## src/rtl/mips_ctrl_pkg.sv

```systemverilog
// Shared encodings for the MIPS control units: opcodes, datapath mux selects,
// multi-cycle state enumeration and the bundled control word.
package mips_ctrl_pkg;

  localparam logic [5:0] OP_RTYPE = 6'b000000;
  localparam logic [5:0] OP_LW    = 6'b100011;
  localparam logic [5:0] OP_SW    = 6'b101011;
  localparam logic [5:0] OP_BEQ   = 6'b000100;
  localparam logic [5:0] OP_ADDI  = 6'b001000;
  localparam logic [5:0] OP_J     = 6'b000010;

  typedef enum logic [1:0] {
    ALU_ADD   = 2'b00,
    ALU_SUB   = 2'b01,
    ALU_FUNCT = 2'b10
  } alu_op_e;

  typedef enum logic [1:0] {
    SRCB_REG     = 2'b00,
    SRCB_FOUR    = 2'b01,
    SRCB_IMM     = 2'b10,
    SRCB_IMM_SH2 = 2'b11
  } alu_src_b_e;

  typedef enum logic [1:0] {
    PCSRC_ALU    = 2'b00,
    PCSRC_ALUOUT = 2'b01,
    PCSRC_JUMP   = 2'b10
  } pc_source_e;

  typedef enum logic [3:0] {
    S_FETCH     = 4'd0,
    S_DECODE    = 4'd1,
    S_R_EXEC    = 4'd2,
    S_R_WB      = 4'd3,
    S_MEM_ADDR  = 4'd4,
    S_MEM_RD    = 4'd5,
    S_MEM_WB    = 4'd6,
    S_MEM_WR    = 4'd7,
    S_BRANCH    = 4'd8,
    S_ADDI_EXEC = 4'd9,
    S_ADDI_WB   = 4'd10,
    S_JUMP      = 4'd11,
    S_ILLEGAL   = 4'd12
  } state_e;

  typedef struct packed {
    logic       pc_write;
    logic       pc_write_cond;
    logic       i_or_d;
    logic       mem_read;
    logic       mem_write;
    logic       ir_write;
    logic       mem_to_reg;
    logic       reg_dst;
    logic       reg_write;
    logic       alu_src_a;
    alu_src_b_e alu_src_b;
    alu_op_e    alu_op;
    pc_source_e pc_source;
  } ctrl_t;

endpackage

```

## src/rtl/multicycle_control_unit_if.sv

```systemverilog
// Opcode/memory handshake in, datapath controls out. The datapath side is the
// master; the control unit is the slave.
interface multicycle_control_unit_if #(
  parameter int OPCODE_W = 6,
  parameter int STATE_W  = 4
);
  logic [OPCODE_W-1:0] instr_op;
  logic                mem_ready;
  logic                pc_write;
  logic                pc_write_cond;
  logic                i_or_d;
  logic                mem_read;
  logic                mem_write;
  logic                ir_write;
  logic                mem_to_reg;
  logic                reg_dst;
  logic                reg_write;
  logic                alu_src_a;
  logic [1:0]          alu_src_b;
  logic [1:0]          alu_op;
  logic [1:0]          pc_source;
  logic                illegal_op;
  logic [STATE_W-1:0]  state;

  modport master (
    output instr_op, mem_ready,
    input  pc_write, pc_write_cond, i_or_d, mem_read, mem_write, ir_write,
           mem_to_reg, reg_dst, reg_write, alu_src_a, alu_src_b, alu_op,
           pc_source, illegal_op, state
  );

  modport slave (
    input  instr_op, mem_ready,
    output pc_write, pc_write_cond, i_or_d, mem_read, mem_write, ir_write,
           mem_to_reg, reg_dst, reg_write, alu_src_a, alu_src_b, alu_op,
           pc_source, illegal_op, state
  );
endinterface

```

## src/rtl/multicycle_control_unit.sv

```systemverilog
// Multi-cycle MIPS control FSM: one step per clock, stalls on mem_ready.
//
// state     | meaning
// FETCH     | read instr at PC, PC+4; IR/PC load on mem_ready
// DECODE    | latch opcode, precompute branch target
// R_EXEC    | ALU on regA/regB with funct
// R_WB      | write ALUOut to rd
// MEM_ADDR  | compute load/store address
// MEM_RD    | data read, wait for mem_ready
// MEM_WB    | write MDR to rt
// MEM_WR    | data write, wait for mem_ready
// BRANCH    | compare, PC <- ALUOut if zero
// ADDI_EXEC | regA + imm
// ADDI_WB   | write ALUOut to rt
// JUMP      | PC <- jump target
// ILLEGAL   | flag illegal opcode, no side effects
module multicycle_control_unit
  import mips_ctrl_pkg::*;
#(
  parameter int OPCODE_W    = 6,
  parameter bit ENABLE_ADDI = 1'b1,
  parameter bit ENABLE_JUMP = 1'b1,
  parameter int STATE_W     = 4
) (
  input logic                      clk,
  input logic                      rst_n,
  multicycle_control_unit_if.slave bus
);

  state_e              r_state;
  state_e              w_next;
  logic [OPCODE_W-1:0] r_op;
  logic                r_illegal;
  ctrl_t               w_ctrl;

  always_ff @(posedge clk or negedge rst_n) begin
    if (!rst_n) begin
      r_state   <= S_FETCH;
      r_op      <= '0;
      r_illegal <= 1'b0;
    end else begin
      r_state <= w_next;
      if (r_state == S_DECODE) begin
        r_op <= bus.instr_op;
        if (w_next == S_ILLEGAL) r_illegal <= 1'b1;
      end
    end
  end

  always_comb begin
    w_next = S_FETCH;
    case (r_state)
      S_FETCH:     w_next = bus.mem_ready ? S_DECODE : S_FETCH;
      S_DECODE: begin
        w_next = S_ILLEGAL;
        if (bus.instr_op == OPCODE_W'(OP_RTYPE))
          w_next = S_R_EXEC;
        else if (bus.instr_op == OPCODE_W'(OP_LW) || bus.instr_op == OPCODE_W'(OP_SW))
          w_next = S_MEM_ADDR;
        else if (bus.instr_op == OPCODE_W'(OP_BEQ))
          w_next = S_BRANCH;
        else if (ENABLE_ADDI && bus.instr_op == OPCODE_W'(OP_ADDI))
          w_next = S_ADDI_EXEC;
        else if (ENABLE_JUMP && bus.instr_op == OPCODE_W'(OP_J))
          w_next = S_JUMP;
      end
      S_R_EXEC:    w_next = S_R_WB;
      S_MEM_ADDR:  w_next = (r_op == OPCODE_W'(OP_LW)) ? S_MEM_RD : S_MEM_WR;
      S_MEM_RD:    w_next = bus.mem_ready ? S_MEM_WB : S_MEM_RD;
      S_MEM_WR:    w_next = bus.mem_ready ? S_FETCH : S_MEM_WR;
      S_ADDI_EXEC: w_next = S_ADDI_WB;
      default:     w_next = S_FETCH;
    endcase
  end

  // Only the FETCH IR/PC loads are qualified by mem_ready, so a stalled fetch
  // leaves PC and IR untouched; all other outputs follow the state alone.
  always_comb begin
    w_ctrl = '0;
    if (rst_n) begin
      case (r_state)
        S_FETCH: begin
          w_ctrl.mem_read  = 1'b1;
          w_ctrl.alu_src_b = SRCB_FOUR;
          w_ctrl.ir_write  = bus.mem_ready;
          w_ctrl.pc_write  = bus.mem_ready;
        end
        S_DECODE:    w_ctrl.alu_src_b = SRCB_IMM_SH2;
        S_R_EXEC: begin
          w_ctrl.alu_src_a = 1'b1;
          w_ctrl.alu_op    = ALU_FUNCT;
        end
        S_R_WB: begin
          w_ctrl.reg_dst   = 1'b1;
          w_ctrl.reg_write = 1'b1;
        end
        S_MEM_ADDR, S_ADDI_EXEC: begin
          w_ctrl.alu_src_a = 1'b1;
          w_ctrl.alu_src_b = SRCB_IMM;
        end
        S_MEM_RD: begin
          w_ctrl.mem_read = 1'b1;
          w_ctrl.i_or_d   = 1'b1;
        end
        S_MEM_WB: begin
          w_ctrl.mem_to_reg = 1'b1;
          w_ctrl.reg_write  = 1'b1;
        end
        S_MEM_WR: begin
          w_ctrl.mem_write = 1'b1;
          w_ctrl.i_or_d    = 1'b1;
        end
        S_BRANCH: begin
          w_ctrl.alu_src_a     = 1'b1;
          w_ctrl.alu_op        = ALU_SUB;
          w_ctrl.pc_write_cond = 1'b1;
          w_ctrl.pc_source     = PCSRC_ALUOUT;
        end
        S_ADDI_WB:   w_ctrl.reg_write = 1'b1;
        S_JUMP: begin
          w_ctrl.pc_write  = 1'b1;
          w_ctrl.pc_source = PCSRC_JUMP;
        end
        default: ;
      endcase
    end
  end

  assign bus.pc_write      = w_ctrl.pc_write;
  assign bus.pc_write_cond = w_ctrl.pc_write_cond;
  assign bus.i_or_d        = w_ctrl.i_or_d;
  assign bus.mem_read      = w_ctrl.mem_read;
  assign bus.mem_write     = w_ctrl.mem_write;
  assign bus.ir_write      = w_ctrl.ir_write;
  assign bus.mem_to_reg    = w_ctrl.mem_to_reg;
  assign bus.reg_dst       = w_ctrl.reg_dst;
  assign bus.reg_write     = w_ctrl.reg_write;
  assign bus.alu_src_a     = w_ctrl.alu_src_a;
  assign bus.alu_src_b     = w_ctrl.alu_src_b;
  assign bus.alu_op        = w_ctrl.alu_op;
  assign bus.pc_source     = w_ctrl.pc_source;
  assign bus.illegal_op    = r_illegal;
  assign bus.state         = STATE_W'(r_state);

endmodule

```

## src/flat_wrapper.sv

```systemverilog
// flat-port wrapper written by rule: the top's interface ports become plain ports
module multicycle_control_unit_flat import mips_ctrl_pkg::*;
#(
  parameter int OPCODE_W    = 6,
  parameter bit ENABLE_ADDI = 1'b1,
  parameter bit ENABLE_JUMP = 1'b1,
  parameter int STATE_W     = 4
)
  (clk, rst_n, bus_instr_op, bus_mem_ready, bus_pc_write, bus_pc_write_cond, bus_i_or_d, bus_mem_read, bus_mem_write, bus_ir_write, bus_mem_to_reg, bus_reg_dst, bus_reg_write, bus_alu_src_a, bus_alu_src_b, bus_alu_op, bus_pc_source, bus_illegal_op, bus_state);
  multicycle_control_unit_if #(.OPCODE_W(OPCODE_W), .STATE_W(STATE_W)) bus_i ();
  input logic clk;
  input logic rst_n;
  input wire logic [$bits(bus_i.instr_op)-1:0] bus_instr_op;
  input wire logic [$bits(bus_i.mem_ready)-1:0] bus_mem_ready;
  output wire logic [$bits(bus_i.pc_write)-1:0] bus_pc_write;
  output wire logic [$bits(bus_i.pc_write_cond)-1:0] bus_pc_write_cond;
  output wire logic [$bits(bus_i.i_or_d)-1:0] bus_i_or_d;
  output wire logic [$bits(bus_i.mem_read)-1:0] bus_mem_read;
  output wire logic [$bits(bus_i.mem_write)-1:0] bus_mem_write;
  output wire logic [$bits(bus_i.ir_write)-1:0] bus_ir_write;
  output wire logic [$bits(bus_i.mem_to_reg)-1:0] bus_mem_to_reg;
  output wire logic [$bits(bus_i.reg_dst)-1:0] bus_reg_dst;
  output wire logic [$bits(bus_i.reg_write)-1:0] bus_reg_write;
  output wire logic [$bits(bus_i.alu_src_a)-1:0] bus_alu_src_a;
  output wire logic [$bits(bus_i.alu_src_b)-1:0] bus_alu_src_b;
  output wire logic [$bits(bus_i.alu_op)-1:0] bus_alu_op;
  output wire logic [$bits(bus_i.pc_source)-1:0] bus_pc_source;
  output wire logic [$bits(bus_i.illegal_op)-1:0] bus_illegal_op;
  output wire logic [$bits(bus_i.state)-1:0] bus_state;
  assign bus_i.instr_op = bus_instr_op;
  assign bus_i.mem_ready = bus_mem_ready;
  assign bus_pc_write = bus_i.pc_write;
  assign bus_pc_write_cond = bus_i.pc_write_cond;
  assign bus_i_or_d = bus_i.i_or_d;
  assign bus_mem_read = bus_i.mem_read;
  assign bus_mem_write = bus_i.mem_write;
  assign bus_ir_write = bus_i.ir_write;
  assign bus_mem_to_reg = bus_i.mem_to_reg;
  assign bus_reg_dst = bus_i.reg_dst;
  assign bus_reg_write = bus_i.reg_write;
  assign bus_alu_src_a = bus_i.alu_src_a;
  assign bus_alu_src_b = bus_i.alu_src_b;
  assign bus_alu_op = bus_i.alu_op;
  assign bus_pc_source = bus_i.pc_source;
  assign bus_illegal_op = bus_i.illegal_op;
  assign bus_state = bus_i.state;
  multicycle_control_unit #(.OPCODE_W(OPCODE_W), .ENABLE_ADDI(ENABLE_ADDI), .ENABLE_JUMP(ENABLE_JUMP), .STATE_W(STATE_W)) u_core (.clk(clk), .rst_n(rst_n), .bus(bus_i));
endmodule
```

## config.mk

```make
export PLATFORM = sky130hd
export DESIGN_NAME = multicycle_control_unit_flat
export DESIGN_NICKNAME = d
export VERILOG_FILES = /design/src/rtl/mips_ctrl_pkg.sv /design/src/rtl/multicycle_control_unit_if.sv /design/src/rtl/multicycle_control_unit.sv /design/src/flat_wrapper.sv
export SDC_FILE = /design/constraint.sdc
export NUM_CORES = 1
export LEC_CHECK = 0
export BUFFER_PORTS_ARGS = -buffer_cell sky130_fd_sc_hd__buf_2
export CAP_MARGIN = 20
export CORE_MARGIN = 2
export CORE_UTILIZATION = 47
export DETAILED_ROUTE_END_ITERATION = 12
export GPL_ROUTABILITY_DRIVEN = 0
export PLACE_DENSITY = 0.77
export REMOVE_ABC_BUFFERS = 1
export SKIP_CTS_REPAIR_TIMING = 1
export SLEW_MARGIN = 30
export SYNTH_ARGS = -nofsm -noshare
export SYNTH_HDL_FRONTEND = slang
export SYNTH_SLANG_ARGS = --single-unit
export TNS_END_PERCENT = 100
```

## constraint.sdc

```tcl
create_clock -name clk -period 1.9 [get_ports clk]
set_clock_uncertainty 0.05 [all_clocks]
set_input_delay 0.19 -clock clk [delete_from_list [all_inputs] [get_ports clk]]
set_output_delay 0.19 -clock clk [all_outputs]
set_load 0.01 [all_outputs]
```

# Word level (Yosys, flattened, before mapping)
# Index checks and enable logic that the tools add are counted.
# totals
word_cells,54
reg_bits,11
# classes
eq_ne,18
reduce_logical,9
n_mux,24
# op_table
cell,n
4-bit case mux with 7 select lines,1
4-bit == test (second input constant),5
6-bit == test (second input constant),3
4-bit by 3-bit == test with 1-bit output (second input constant),4
16-bit two-way mux,1
4-bit two-way mux,4
1-bit two-way mux,10
4-bit by 2-bit == test with 1-bit output (second input constant),2
2-bit case mux with 2 select lines,2
6-bit by 2-bit == test with 1-bit output (second input constant),1
6-bit by 3-bit == test with 1-bit output (second input constant),1
6-bit by 4-bit == test with 1-bit output (second input constant),1
6-bit logical NOT,1
3-bit two-way mux,2
2-bit case mux with 3 select lines,1
2-bit OR reduction,3
4-bit by 1-bit == test with 1-bit output (second input constant),1
4-bit logical NOT,1
2-bit two-way mux,2
4-bit OR reduction,1
3-bit OR reduction,1
1-bit case mux with 2 select lines,1
2-bit AND reduction,1
1-bit logical OR,1

# Longest topological paths before layout
# Gate-level depths: netlist of run 1.
# logic_depth
depth_word,9
ltp_mapped,5

# Worst setup path before layout of run 1
# No wires, ideal clock.
# synth_path
kind,reg-to-output
start,"register u_core.r_state[1], in the netlist u_core.bus.state[1]"
end,output port bus_pc_write
stages_incl_launch_ff,6
required_time_ps,1660
slack_ps,185
path_buffers,1
t_arrival_ps,1475
path_cell_list,dfrtp_1 > buf_2 > nor2_1 > nand2_1 > nor4_1 > or2_2
# synth_via
elab_chain_len,3
word_cells_on_any_way,4
# synth_rtl
item,line,source
from (decl),multicycle_control_unit.sv:30,state_e r_state;
from (signal assigned),multicycle_control_unit.sv:42,r_state <= w_next;
4-bit == test or 4-bit logical NOT (tied branches),multicycle_control_unit.sv:81,case (r_state)
1-bit case mux with 2 select lines (*),multicycle_control_unit.sv:81,
16-bit two-way mux (*),multicycle_control_unit.sv:80,if (rst_n) begin
to (decl),flat_wrapper.sv:15,output wire logic [$bits(bus_i.pc_write)-1:0] bus_pc_write;
# Mark *: on every way between the ends. The rest lies on a longest branch, timed or not.

# Worst setup path after layout of run 1
# layout_path
start,"register u_core.r_state[0], in the netlist u_core.bus.state[0]"
end,output port bus_alu_src_a
# layout_via
elab_chain_len,4
word_cells_on_any_way,7
# layout_rtl
item,line,source
"4-bit by 3-bit == test with 1-bit output, or another cell as far along",multicycle_control_unit.sv:81,
4-bit OR reduction (no line) (*),-,
1-bit two-way mux (*),multicycle_control_unit.sv:81,
16-bit two-way mux (*),multicycle_control_unit.sv:80,
to (decl),flat_wrapper.sv:24,output wire logic [$bits(bus_i.alu_src_a)-1:0] bus_alu_src_a;
# Marks and branches as above.

==> impl_metrics.toml, run 1 <==
[sta]
period_minus_slack_ns = 1.787
final_hold_viol_count = 0
max_slew_margin_pct = 72.18
worst_slew_pin_slew_ns = 0.4119
max_freq_mhz = 559.5
fin_tns_setup_ns = 0
maxSlewViolCount = 0
final-setup-viol-count = 0
final_min_period_over_clock_period_pct = 94.06
rsz_0062_raised_after_global_routing = "no"

[critical_path]
reg2regPathDepth = 4
timing.critical_path.depth = 5
crit_fanout = 6
critPathRequiredTime_ns = 1.66
cp.arrival_ns = 1.55
critical-path-max-stage-delay_ns = 0.44
critical_path.cell_chain = "nand2b_1 -> mux2_2 -> o32ai_1 -> and2_1 -> buf_2"
critical_path.n_buffers_inverters = 1
crit_path_end_kind = "output port"
critPathLaunchType = "flip-flop"
critPathTopFamily = "flip-flops"
criticalPathCategory = "flip-flop to output port"
cpMaxStageDelayCell = "sky130_fd_sc_hd__dfrtp_2"

[place]
placement.io_buffers = 29
detailed_place_hpwl_um = 1313
post-place-cells = 127

[clock_tree]
clkSinkCount = 11
clock_tree.htree_level_count = 1
number_of_buffers_inserted_during_clock_tree_synthesis = 3
clock-root-buffer = "sky130_fd_sc_hd__clkbuf_4"
clock_edge_transition_at_the_registers_on_the_reported_setup_and_hold_paths_ns = 0.07
clock_insertion_delay_worst_skew_ns = 0.27
ctsLongestPathBuffers = 2
cts_tree = "built"

[route]
first_iter_violations = 21
detailedRoute.firstPassIterationCount = 4
detailroute.via_count = 751
drt_drc_violations_left = 0
postRouteAntennaNets = 0
totalWireLength_um = 1787
detail_route.wl_per_cell_um = 13.24
post_drt_via_cell_ratio = 5.563

[finish]
layout-drive-gt1-share_pct = 49.58
area_delta_synth_final_pct = 30.00
layout.nets = 129
diodes_inserted = 0
filler_cells_inserted = 122
final-instance-count-excl-fill = 135

[yosys]
postSynthCellCount = 85
ys_ff_latch = 11
yosysUniqueCellTypes = 35
post_synth.cell_area_avg_um2 = 9.126
async_reset_ff_share_pct = 100.0
synth_edf_count = 0
seq_area_frac_synth_pct = 35.48
yosys_warnings = 0
syn_area_um2 = 775.7
post_synth_top_flop = "sky130_fd_sc_hd__dfrtp_1"

[pwr]
leakage_power_of_the_design_nw = 0.4742
total_power_w = 0.001546
pd_cells_nw_per_um2 = 1533
ir_drop_worst_vdd_mv = 0.7554

[floorplanning]
placement_rows = 14
fp.dieH_um = 44.63
floorplan_core_area_um2 = 1524
die_x_um = 44.63
initial_utilization_pct = 50.90
dieArea_um2 = 1991
floorplan.io_pins = 30

[global_route]
grt.overflow.total = 0
antenna_found_initial = 0
grt_start_max_net_pins = 14
wire_length_of_the_first_global_routing_pass_um = 2829
globalRouteTotalUtil_pct = 19.17
grt_pass1_vias = 695

[flow_run]
maxCapViolCount = 0

[min_path]
hold-path-cell-count = 2
worst_hold_path_type = "input pin to flip-flop"

[status]
status = "finished, final reports clean"
==> cells in the mapped netlist, types with 2 or more instances <==
| master | count | share of area (%) |
|---|---|---|
| sky130_fd_sc_hd__a21oi_1 | 3 | 1.9 |
| sky130_fd_sc_hd__and3_1 | 2 | 1.6 |
| sky130_fd_sc_hd__buf_2 | 6 | 3.9 |
| sky130_fd_sc_hd__dfrtp_1 | 11 | 35 |
| sky130_fd_sc_hd__inv_1 | 2 | 0.97 |
| sky130_fd_sc_hd__mux2_2 | 8 | 12 |
| sky130_fd_sc_hd__nand2_1 | 4 | 1.9 |
| sky130_fd_sc_hd__nand2b_1 | 3 | 2.4 |
| sky130_fd_sc_hd__nand3_1 | 2 | 1.3 |
| sky130_fd_sc_hd__nor2_1 | 8 | 3.9 |
| sky130_fd_sc_hd__nor3_1 | 5 | 3.2 |
| sky130_fd_sc_hd__nor3b_1 | 3 | 2.9 |
| sky130_fd_sc_hd__nor4_1 | 3 | 2.4 |
| sky130_fd_sc_hd__o21ai_0 | 2 | 1.3 |
| sky130_fd_sc_hd__o41ai_1 | 2 | 2.3 |
| sky130_fd_sc_hd__xnor2_1 | 2 | 2.3 |
==> power by group <==
| part | switching [W] | internal [W] |
|---|---|---|
| sequential | 0.000130 | 0.000348 |
| clock | 0.0000776 | 0.0000813 |
| combinational | 0.000444 | 0.000464 |
==> state kept, by name, summed over array words and instances (netlist names) <==
signal,flops
u_core.bus.illegal_op,1
u_core.bus.state,4
u_core.r_op,6
==> cell usage in the layout, fill, tap and decap left out, types with 2 or more instances in the layout <==
cell type	n
sky130_fd_sc_hd__dfrtp_1	8
sky130_fd_sc_hd__nor4_1	2
sky130_fd_sc_hd__nand3_1	2
sky130_fd_sc_hd__o41ai_1	2
sky130_fd_sc_hd__and3_1	2
sky130_fd_sc_hd__nor3_1	5
sky130_fd_sc_hd__nand2b_2	2
sky130_fd_sc_hd__nand2b_1	2
sky130_fd_sc_hd__nand2_1	4
sky130_fd_sc_hd__dfrtp_2	3
sky130_fd_sc_hd__nor2_1	7
sky130_fd_sc_hd__a21oi_1	3
sky130_fd_sc_hd__xnor2_1	2
sky130_fd_sc_hd__o21ai_0	2
sky130_fd_sc_hd__clkbuf_4	3
sky130_fd_sc_hd__inv_1	2
sky130_fd_sc_hd__nor3b_1	3
sky130_fd_sc_hd__buf_4	7
sky130_fd_sc_hd__buf_2	29
sky130_fd_sc_hd__mux2_2	8
==> cell type report <==
class	instances	area [um2]	share of cell area, %
Clock buffer	4	26.28	2.605
Inverter	2	7.507	0.7444
Multi-Input combinational cell	64	462.9	45.91
Sequential cell	11	279.0	27.67
Tap cell	16	20.02	1.985
Timing Repair Buffer	38	212.7	21.09
==> metrics by stage <==
| stage | cell area (um2) | setup WS [ns] | utilization [%] | hold slack, ns |
|---|---|---|---|---|
| finish | 1008 | 0.1128 | 66.17 | 0.1624 |
| global route | 1008 | 0.01480 | 66.17 | 0.1668 |
| CTS | 963.4 | -0.05791 | 63.22 | -0.3165 |
| detailed placement | 937.1 | 0.2062 | 61.49 | -0.01879 |
| global placement | 937.1 | 0.2791 | 61.49 | -0.01903 |
| floorplan | 734.5 | 0.1678 | - | -0.1556 |
==> cells by family (layout without fill, tap and decap cells) <==
logic type	after synthesis	after routing	synth area share (%)
AOI/OAI and AO/OA	15	15	14.03
xor gates and xnor gates	3	3	3.388
adders and majority gates	1	1	1.290
buffers and inverters	10	44	6.291
DFF	11	11	35.48
muxes	8	8	11.61
and+or+nand+nor	37	37	27.90
==> final timing paths <==
kind,end,slack (ns),start
hold reg to reg,u_core.bus.illegal_op$_DFFE_PN0P_,0.42,u_core.bus.illegal_op$_DFFE_PN0P_
min in group asynchronous,u_core.bus.state[0]$_DFF_PN0_,0.31,rst_n
setup / recovery,bus_alu_src_a,0.11,u_core.bus.state[0]$_DFF_PN0_
setup reg to reg,u_core.bus.illegal_op$_DFFE_PN0P_,0.21,u_core.bus.state[1]$_DFF_PN0_
hold / removal,u_core.r_op[4]$_DFFE_PN0P_,0.16,bus_instr_op[4]
max in group asynchronous,u_core.bus.state[2]$_DFF_PN0_,1.11,rst_n
==> routing by layer <==
| metal | global-route usage, % | wire length, um | share of wire (%) | up-vias |
|---|---|---|---|---|
| met5 | 0 | 0 | 0 | - |
| met4 | 10.91 | 31 | 1.7 | 0 |
| met3 | 1.224 | 128 | 7.2 | 4 |
| met2 | 31.01 | 829 | 46 | 32 |
| met1 | 25.19 | 796 | 45 | 339 |
| li1 | - | - | - | 376 |
(Power assumes the default switching activity.)
==> run 2: changes to the inputs <==
--- a/config.mk
+++ b/config.mk
@@ -11,6 +11,7 @@
 export CORE_UTILIZATION = 47
 export DETAILED_ROUTE_END_ITERATION = 12
 export GPL_ROUTABILITY_DRIVEN = 0
+export MAX_ROUTING_LAYER = met4
 export PLACE_DENSITY = 0.77
 export REMOVE_ABC_BUFFERS = 1
 export SKIP_CTS_REPAIR_TIMING = 1
==> run 2 against run 1 <==
- sequential share of layout area unchanged
- clock power about the same
- via count rose by 1.5%
- final area did not move
- hold slack gained 0.0026 ns
- die area did not move
- power fell by 0.17%
- flip-flop and latch count stayed put
- cell count unchanged
- register-to-register slack is essentially flat
- critical path depth did not move
==> impl_metrics.toml, run 2 (synthesis results as in run 1) <==
[flow_run]
maxCapViolCount = 0

[critical_path]
critPathLaunchType = "flip-flop"
cp.arrival_ns = 1.55
critical_path.cell_chain = "nand2b_1 -> mux2_2 -> o32ai_1 -> and2_1 -> buf_2"
critical_path.n_buffers_inverters = 1
critPathRequiredTime_ns = 1.66
crit_fanout = 6
cpMaxStageDelayCell = "sky130_fd_sc_hd__dfrtp_2"
criticalPathCategory = "flip-flop to output port"
crit_path_end_kind = "output port"
critical-path-max-stage-delay_ns = 0.44
critPathTopFamily = "flip-flops"

[global_route]
globalRouteTotalUtil_pct = 19.76
antenna_found_initial = 0
grt.overflow.total = 0
wire_length_of_the_first_global_routing_pass_um = 2829
grt_pass1_vias = 696
grt_start_max_net_pins = 14

[floorplanning]
floorplan.io_pins = 30
initial_utilization_pct = 50.90
placement_rows = 14
die_x_um = 44.63
fp.dieH_um = 44.63
dieArea_um2 = 1991
floorplan_core_area_um2 = 1524

[route]
postRouteAntennaNets = 0
detailroute.via_count = 762
first_iter_violations = 17
detail_route.wl_per_cell_um = 13.35
post_drt_via_cell_ratio = 5.644
totalWireLength_um = 1802
drt_drc_violations_left = 0
detailedRoute.firstPassIterationCount = 4

[finish]
diodes_inserted = 0
mostFrequentLayoutCells = "sky130_fd_sc_hd__buf_2, sky130_fd_sc_hd__mux2_2, sky130_fd_sc_hd__dfrtp_1"
largest_register_ffs = 6
area_delta_synth_final_pct = 30.00
mostFrequentLayoutCell = "sky130_fd_sc_hd__buf_2"
final_core_utilization_pct = 66.17
layout-drive-gt1-share_pct = 49.58
reg_with_most_ffs = "u_core.r_op"
layout.nets = 129
filler_cells_inserted = 122
multiInputGateArea_um2 = 462.9
seq_area_um2 = 279.0

[pwr]
intPower_w = 0.0008939
power.share.clock_pct = 10.1
power.net_switching_w = 0.0006495
ir_drop_worst_vdd_mv = 0.7465
netSwitchingFraction_pct = 42.08
share_seq_of_total_power_pct = 31.0
leakage_power_of_the_design_nw = 0.4742
pd_cells_nw_per_um2 = 1530
power.combinational.fraction_pct = 58.8

[place]
detailed_place_hpwl_um = 1313
worst_setup_slack_post_dpl_ns = 0.2062
placement.io_buffers = 29

[clock_tree]
clock_insertion_delay_worst_skew_ns = 0.27
ctsLongestPathBuffers = 2
clock-root-buffer = "sky130_fd_sc_hd__clkbuf_4"
clkSinkCount = 11
number_of_buffers_inserted_during_clock_tree_synthesis = 3
clock_edge_transition_at_the_registers_on_the_reported_setup_and_hold_paths_ns = 0.07
clock_tree.htree_level_count = 1
cts_tree = "built"

[status]
status = "finished, final reports clean"

[sta]
rsz_0062_raised_after_global_routing = "no"
whs_ns = 0.1650
final-setup-viol-count = 0
worst_slew_pin_slew_ns = 0.4103
period_minus_slack_ns = 1.794
max_freq_mhz = 557.3
fin_tns_setup_ns = 0
maxSlewViolCount = 0
final_critical_path_setup_slack_ns = 0.1058
final_min_period_over_clock_period_pct = 94.43
final_hold_viol_count = 0
max_slew_margin_pct = 72.29

[min_path]
worst_hold_path_type = "input pin to flip-flop"
[run 2: cell counts in the layout (fill, tap and decap cells not counted)]
Identical to the previous run, type by type.
[run 2: final cells by class]
| class | count | area share [%] |
|---|---|---|
| clock buffer | 4 | 2.605 |
| inverter | 2 | 0.7444 |
| multi-input combinational | 64 | 45.91 |
| sequential | 11 | 27.67 |
| tap | 16 | 1.985 |
| timing repair buffer | 38 | 21.09 |
[run 2: power by group through the flow]
stage | sequential [W] | clock, W | combinational (W)
3_5_place_dp | 0.000488 | 0 | 0.000834
2_1_floorplan | 0.000528 | 0 | 0.000494
6_report | 0.000478 | 0.000157 | 0.000908
4_1_cts | 0.000484 | 0.000166 | 0.000837
5_1_grt | 0.000496 | 0.000170 | 0.000995
3_3_place_gp | 0.000482 | 0 | 0.000818
[run 2: worst register-to-register path: cells and delay by family (launching register included)]
| family | cells | cell delay (ns) |
|---|---|---|
| AO/OA/AOI/OAI | 2 | 0.47 |
| flip-flops | 1 | 0.49 |
| AND/OR/NAND/NOR | 2 | 0.55 |
[run 2: through the flow]
step | cell area (um2) | instances | total power [W]
after floorplan | 734.5 | 77 | 0.001022
after global placement | 937.1 | 127 | 0.001301
after detailed placement | 937.1 | 127 | 0.001322
after CTS | 963.4 | 131 | 0.001486
after global routing | 1008 | 135 | 0.001660
final | 1008 | 135 | 0.001543
[run 2: per-layer routing]
metal | GRT usage [%] | wire, um
met5 | - | 0
met4 | 10.91 | 31
met3 | 1.224 | 124
met2 | 31.01 | 850
met1 | 25.19 | 795
[run 2: path summary, 6_finish.rpt]
check,cells past startpoint,endpoint,slack (ns),startpoint
min in group asynchronous,2,u_core.bus.state[0]$_DFF_PN0_,0.31,rst_n
max,5,bus_alu_src_a,0.11,u_core.bus.state[0]$_DFF_PN0_
min,2,u_core.r_op[4]$_DFFE_PN0P_,0.17,bus_instr_op[4]
min reg2reg,2,u_core.bus.illegal_op$_DFFE_PN0P_,0.42,u_core.bus.illegal_op$_DFFE_PN0P_
max reg2reg,4,u_core.bus.illegal_op$_DFFE_PN0P_,0.21,u_core.bus.state[1]$_DFF_PN0_
max in group asynchronous,3,u_core.bus.state[2]$_DFF_PN0_,1.11,rst_n
==> run 3: changes to the inputs <==
--- a/config.mk
+++ b/config.mk
@@ -5,6 +5,7 @@
 export SDC_FILE = /design/constraint.sdc
 export NUM_CORES = 1
 export LEC_CHECK = 0
+export ABC_AREA = 1
 export BUFFER_PORTS_ARGS = -buffer_cell sky130_fd_sc_hd__buf_2
 export CAP_MARGIN = 20
 export CORE_MARGIN = 2
@@ -15,7 +16,7 @@
 export PLACE_DENSITY = 0.77
 export REMOVE_ABC_BUFFERS = 1
 export SKIP_CTS_REPAIR_TIMING = 1
-export SLEW_MARGIN = 30
+export SLEW_MARGIN = 0
 export SYNTH_ARGS = -nofsm -noshare
 export SYNTH_HDL_FRONTEND = slang
 export SYNTH_SLANG_ARGS = --single-unit
==> run 3 against run 2 <==
- via count grew 10%
- power is 7.3% lower
- sequential share of layout area is essentially flat
- clock power barely moved
- cell count rose by 26%
- synthesized cell count grew 42%
- setup slack better by 0.0064 ns
- maximum frequency is 0.36% higher
- hold slack worse by 0.055 ns
- critical endpoint is now bus_mem_to_reg
- sequential power fell by 8.4%
- critical path type is now input pin to output port
- critical path depth is the same
==> impl_metrics.toml, run 3 <==
[status]
status = "finished, final reports clean"

[global_route]
wire_length_of_the_first_global_routing_pass_um = 2987
globalRouteTotalUtil_pct = 21.45
grt_pass1_vias = 720
grt_start_max_net_pins = 11
antenna_found_initial = 0
grt.overflow.total = 0

[yosys]
synth_top_cells_by_area = "sky130_fd_sc_hd__dfrtp_1, sky130_fd_sc_hd__nand2_1, sky130_fd_sc_hd__nor2_1"
async_reset_ff_share_pct = 100.0
synth_top_cell_area_share_pct = 34.16
post_synth_top_flop = "sky130_fd_sc_hd__dfrtp_1"
yosys_warnings = 0
seq_area_frac_synth_pct = 34.16
postSynthCellCount = 121
yosysUniqueCellTypes = 21
yosysMostFrequentCell = "sky130_fd_sc_hd__nand2_1"
synthTopCellsByCount = "sky130_fd_sc_hd__nand2_1, sky130_fd_sc_hd__nor2_1, sky130_fd_sc_hd__inv_1"
post_synth.cell_area_avg_um2 = 6.659
syn_area_um2 = 805.8
ys_ff_latch = 11
synth_edf_count = 0
synth_top_area_cell = "sky130_fd_sc_hd__dfrtp_1"

[critical_path]
critPathLaunchType = "input pin"
criticalPathCategory = "input pin to output port"
critPathRequiredTime_ns = 1.66
cp.arrival_ns = 1.55
crit_fanout = 10
reg2regPathDepth = 6
crit_path_end_kind = "output port"

[route]
detailedRoute.firstPassIterationCount = 4
postRouteAntennaNets = 0
drt_drc_violations_left = 0
detail_route.wl_per_cell_um = 10.82
totalWireLength_um = 1840
post_drt_via_cell_ratio = 4.953
detailroute.via_count = 842
first_iter_violations = 19

[finish]
reg_with_most_ffs = "u_core.r_op"
mostFrequentLayoutCell = "sky130_fd_sc_hd__buf_2"
layout-drive-gt1-share_pct = 29.87
largest_register_ffs = 6
mostFrequentLayoutCells = "sky130_fd_sc_hd__buf_2, sky130_fd_sc_hd__nand2_1, sky130_fd_sc_hd__nor2_1"
layout.nets = 164
stdcell_area_um2 = 996.0
diodes_inserted = 0
final-instance-count-excl-fill = 170
area_delta_synth_final_pct = 23.60
filler_cells_inserted = 142

[clock_tree]
clock_insertion_delay_worst_skew_ns = 0.27
cts_tree = "built"
clkSinkCount = 11
clock_tree.htree_level_count = 1
ctsLongestPathBuffers = 2
clock_edge_transition_at_the_registers_on_the_reported_setup_and_hold_paths_ns = 0.07
number_of_buffers_inserted_during_clock_tree_synthesis = 3
clock-root-buffer = "sky130_fd_sc_hd__clkbuf_4"

[sta]
worst_slew_pin_slew_ns = 0.3828
max_freq_mhz = 559.3
maxSlewViolCount = 0
fin_tns_setup_ns = 0
rsz_0062_raised_after_global_routing = "no"
final_hold_viol_count = 0
max_slew_margin_pct = 74.29
final_min_period_over_clock_period_pct = 94.10
final_critical_path_setup_slack_ns = 0.1121
final-setup-viol-count = 0
period_minus_slack_ns = 1.788

[pwr]
pd_cells_nw_per_um2 = 1437
leakage_power_of_the_design_nw = 0.6006
ir_drop_worst_vdd_mv = 0.6926
total_power_w = 0.001431

[flow_run]
maxCapViolCount = 0

[floorplanning]
floorplan.io_pins = 30
fp.dieH_um = 45.41
placement_rows = 14
floorplan_core_area_um2 = 1559
dieArea_um2 = 2062
initial_utilization_pct = 51.69
die_x_um = 45.41

[min_path]
worst_hold_path_type = "input pin to flip-flop"
hold-path-cell-count = 3

[place]
placement.io_buffers = 29
post-place-cells = 165
detailed_place_hpwl_um = 1507
worst_setup_slack_post_dpl_ns = 0.4440
dpl_cell_area_um2 = 959.7
run 3: cell count changes after synthesis, moves of 4 or more:
cell and change:
sky130_fd_sc_hd__buf_2 -6, sky130_fd_sc_hd__inv_1 +19, sky130_fd_sc_hd__mux2_2 -8, sky130_fd_sc_hd__nand2_1 +23, sky130_fd_sc_hd__nand3_1 +4, sky130_fd_sc_hd__nor2_1 +16
run 3: power breakdown:
group	internal, W	switching (W)	leakage [nW]	total, W
sequential	0.000341	0.0000977	0.132	0.000438
combinational	0.000302	0.000534	0.453	0.000836
clock	0.0000813	0.0000750	0.0150	0.000156
run 3: per-stage QoR:
stage / utilization (%) / hold WS, ns
CTS: 63.24 / -0.2857
finish: 63.88 / 0.1098
global placement: 61.56 / -0.005341
floorplan: - / -0.1556
global route: 63.88 / 0.1183
detailed placement: 61.56 / -0.00003519
run 3: logic make-up after synthesis:
| logic type | share of synthesized area, % |
|---|---|
| DFF | 34.16 |
| buffers and inverters | 13.51 |
| and+or+nand+nor | 41.93 |
| AOI/OAI and AO/OA | 10.40 |
run 3: routing by layer:
layer  global-route usage, %  part of all wire (%)  up-vias
met4                   12.94                   2.4        0
met5                       -                     0        -
met2                   32.11                    47       33
li1                        -                     -      441
met3                   2.381                   4.1        4
met1                   27.64                    46      364
run 3: layout make-up:
class	count	area (um2)	share of cell area, %
timing repair buffer	31	162.7	16.33
clock buffer	4	26.28	2.638
inverter	24	90.09	9.045
tap	16	20.02	2.010
multi-input combinational	84	421.7	42.34
sequential	11	275.3	27.64
run 3: final timing paths:
| kind | from | endpoint | slack, ns |
|---|---|---|---|
| worst max-delay path | rst_n | bus_mem_to_reg | 0.11 |
| min in group asynchronous | rst_n | u_core.bus.state[0]$_DFF_PN0_ | 0.26 |
| worst min register to register | u_core.bus.illegal_op$_DFFE_PN0P_ | u_core.bus.illegal_op$_DFFE_PN0P_ | 0.41 |
| worst max register to register | u_core.bus.state[0]$_DFF_PN0_ | u_core.bus.illegal_op$_DFFE_PN0P_ | 0.45 |
| max in group asynchronous | rst_n | u_core.r_op[3]$_DFFE_PN0P_ | 1.18 |
| worst min-delay path | bus_instr_op[4] | u_core.r_op[4]$_DFFE_PN0P_ | 0.11 |
run 3: worst max-delay path, stage by stage:
cell                            delay (ns)
sky130_fd_sc_hd__dlygate4sd3_1        0.53
sky130_fd_sc_hd__buf_2                0.23
sky130_fd_sc_hd__inv_1                0.15
sky130_fd_sc_hd__nor4_1               0.27
sky130_fd_sc_hd__buf_2                0.18
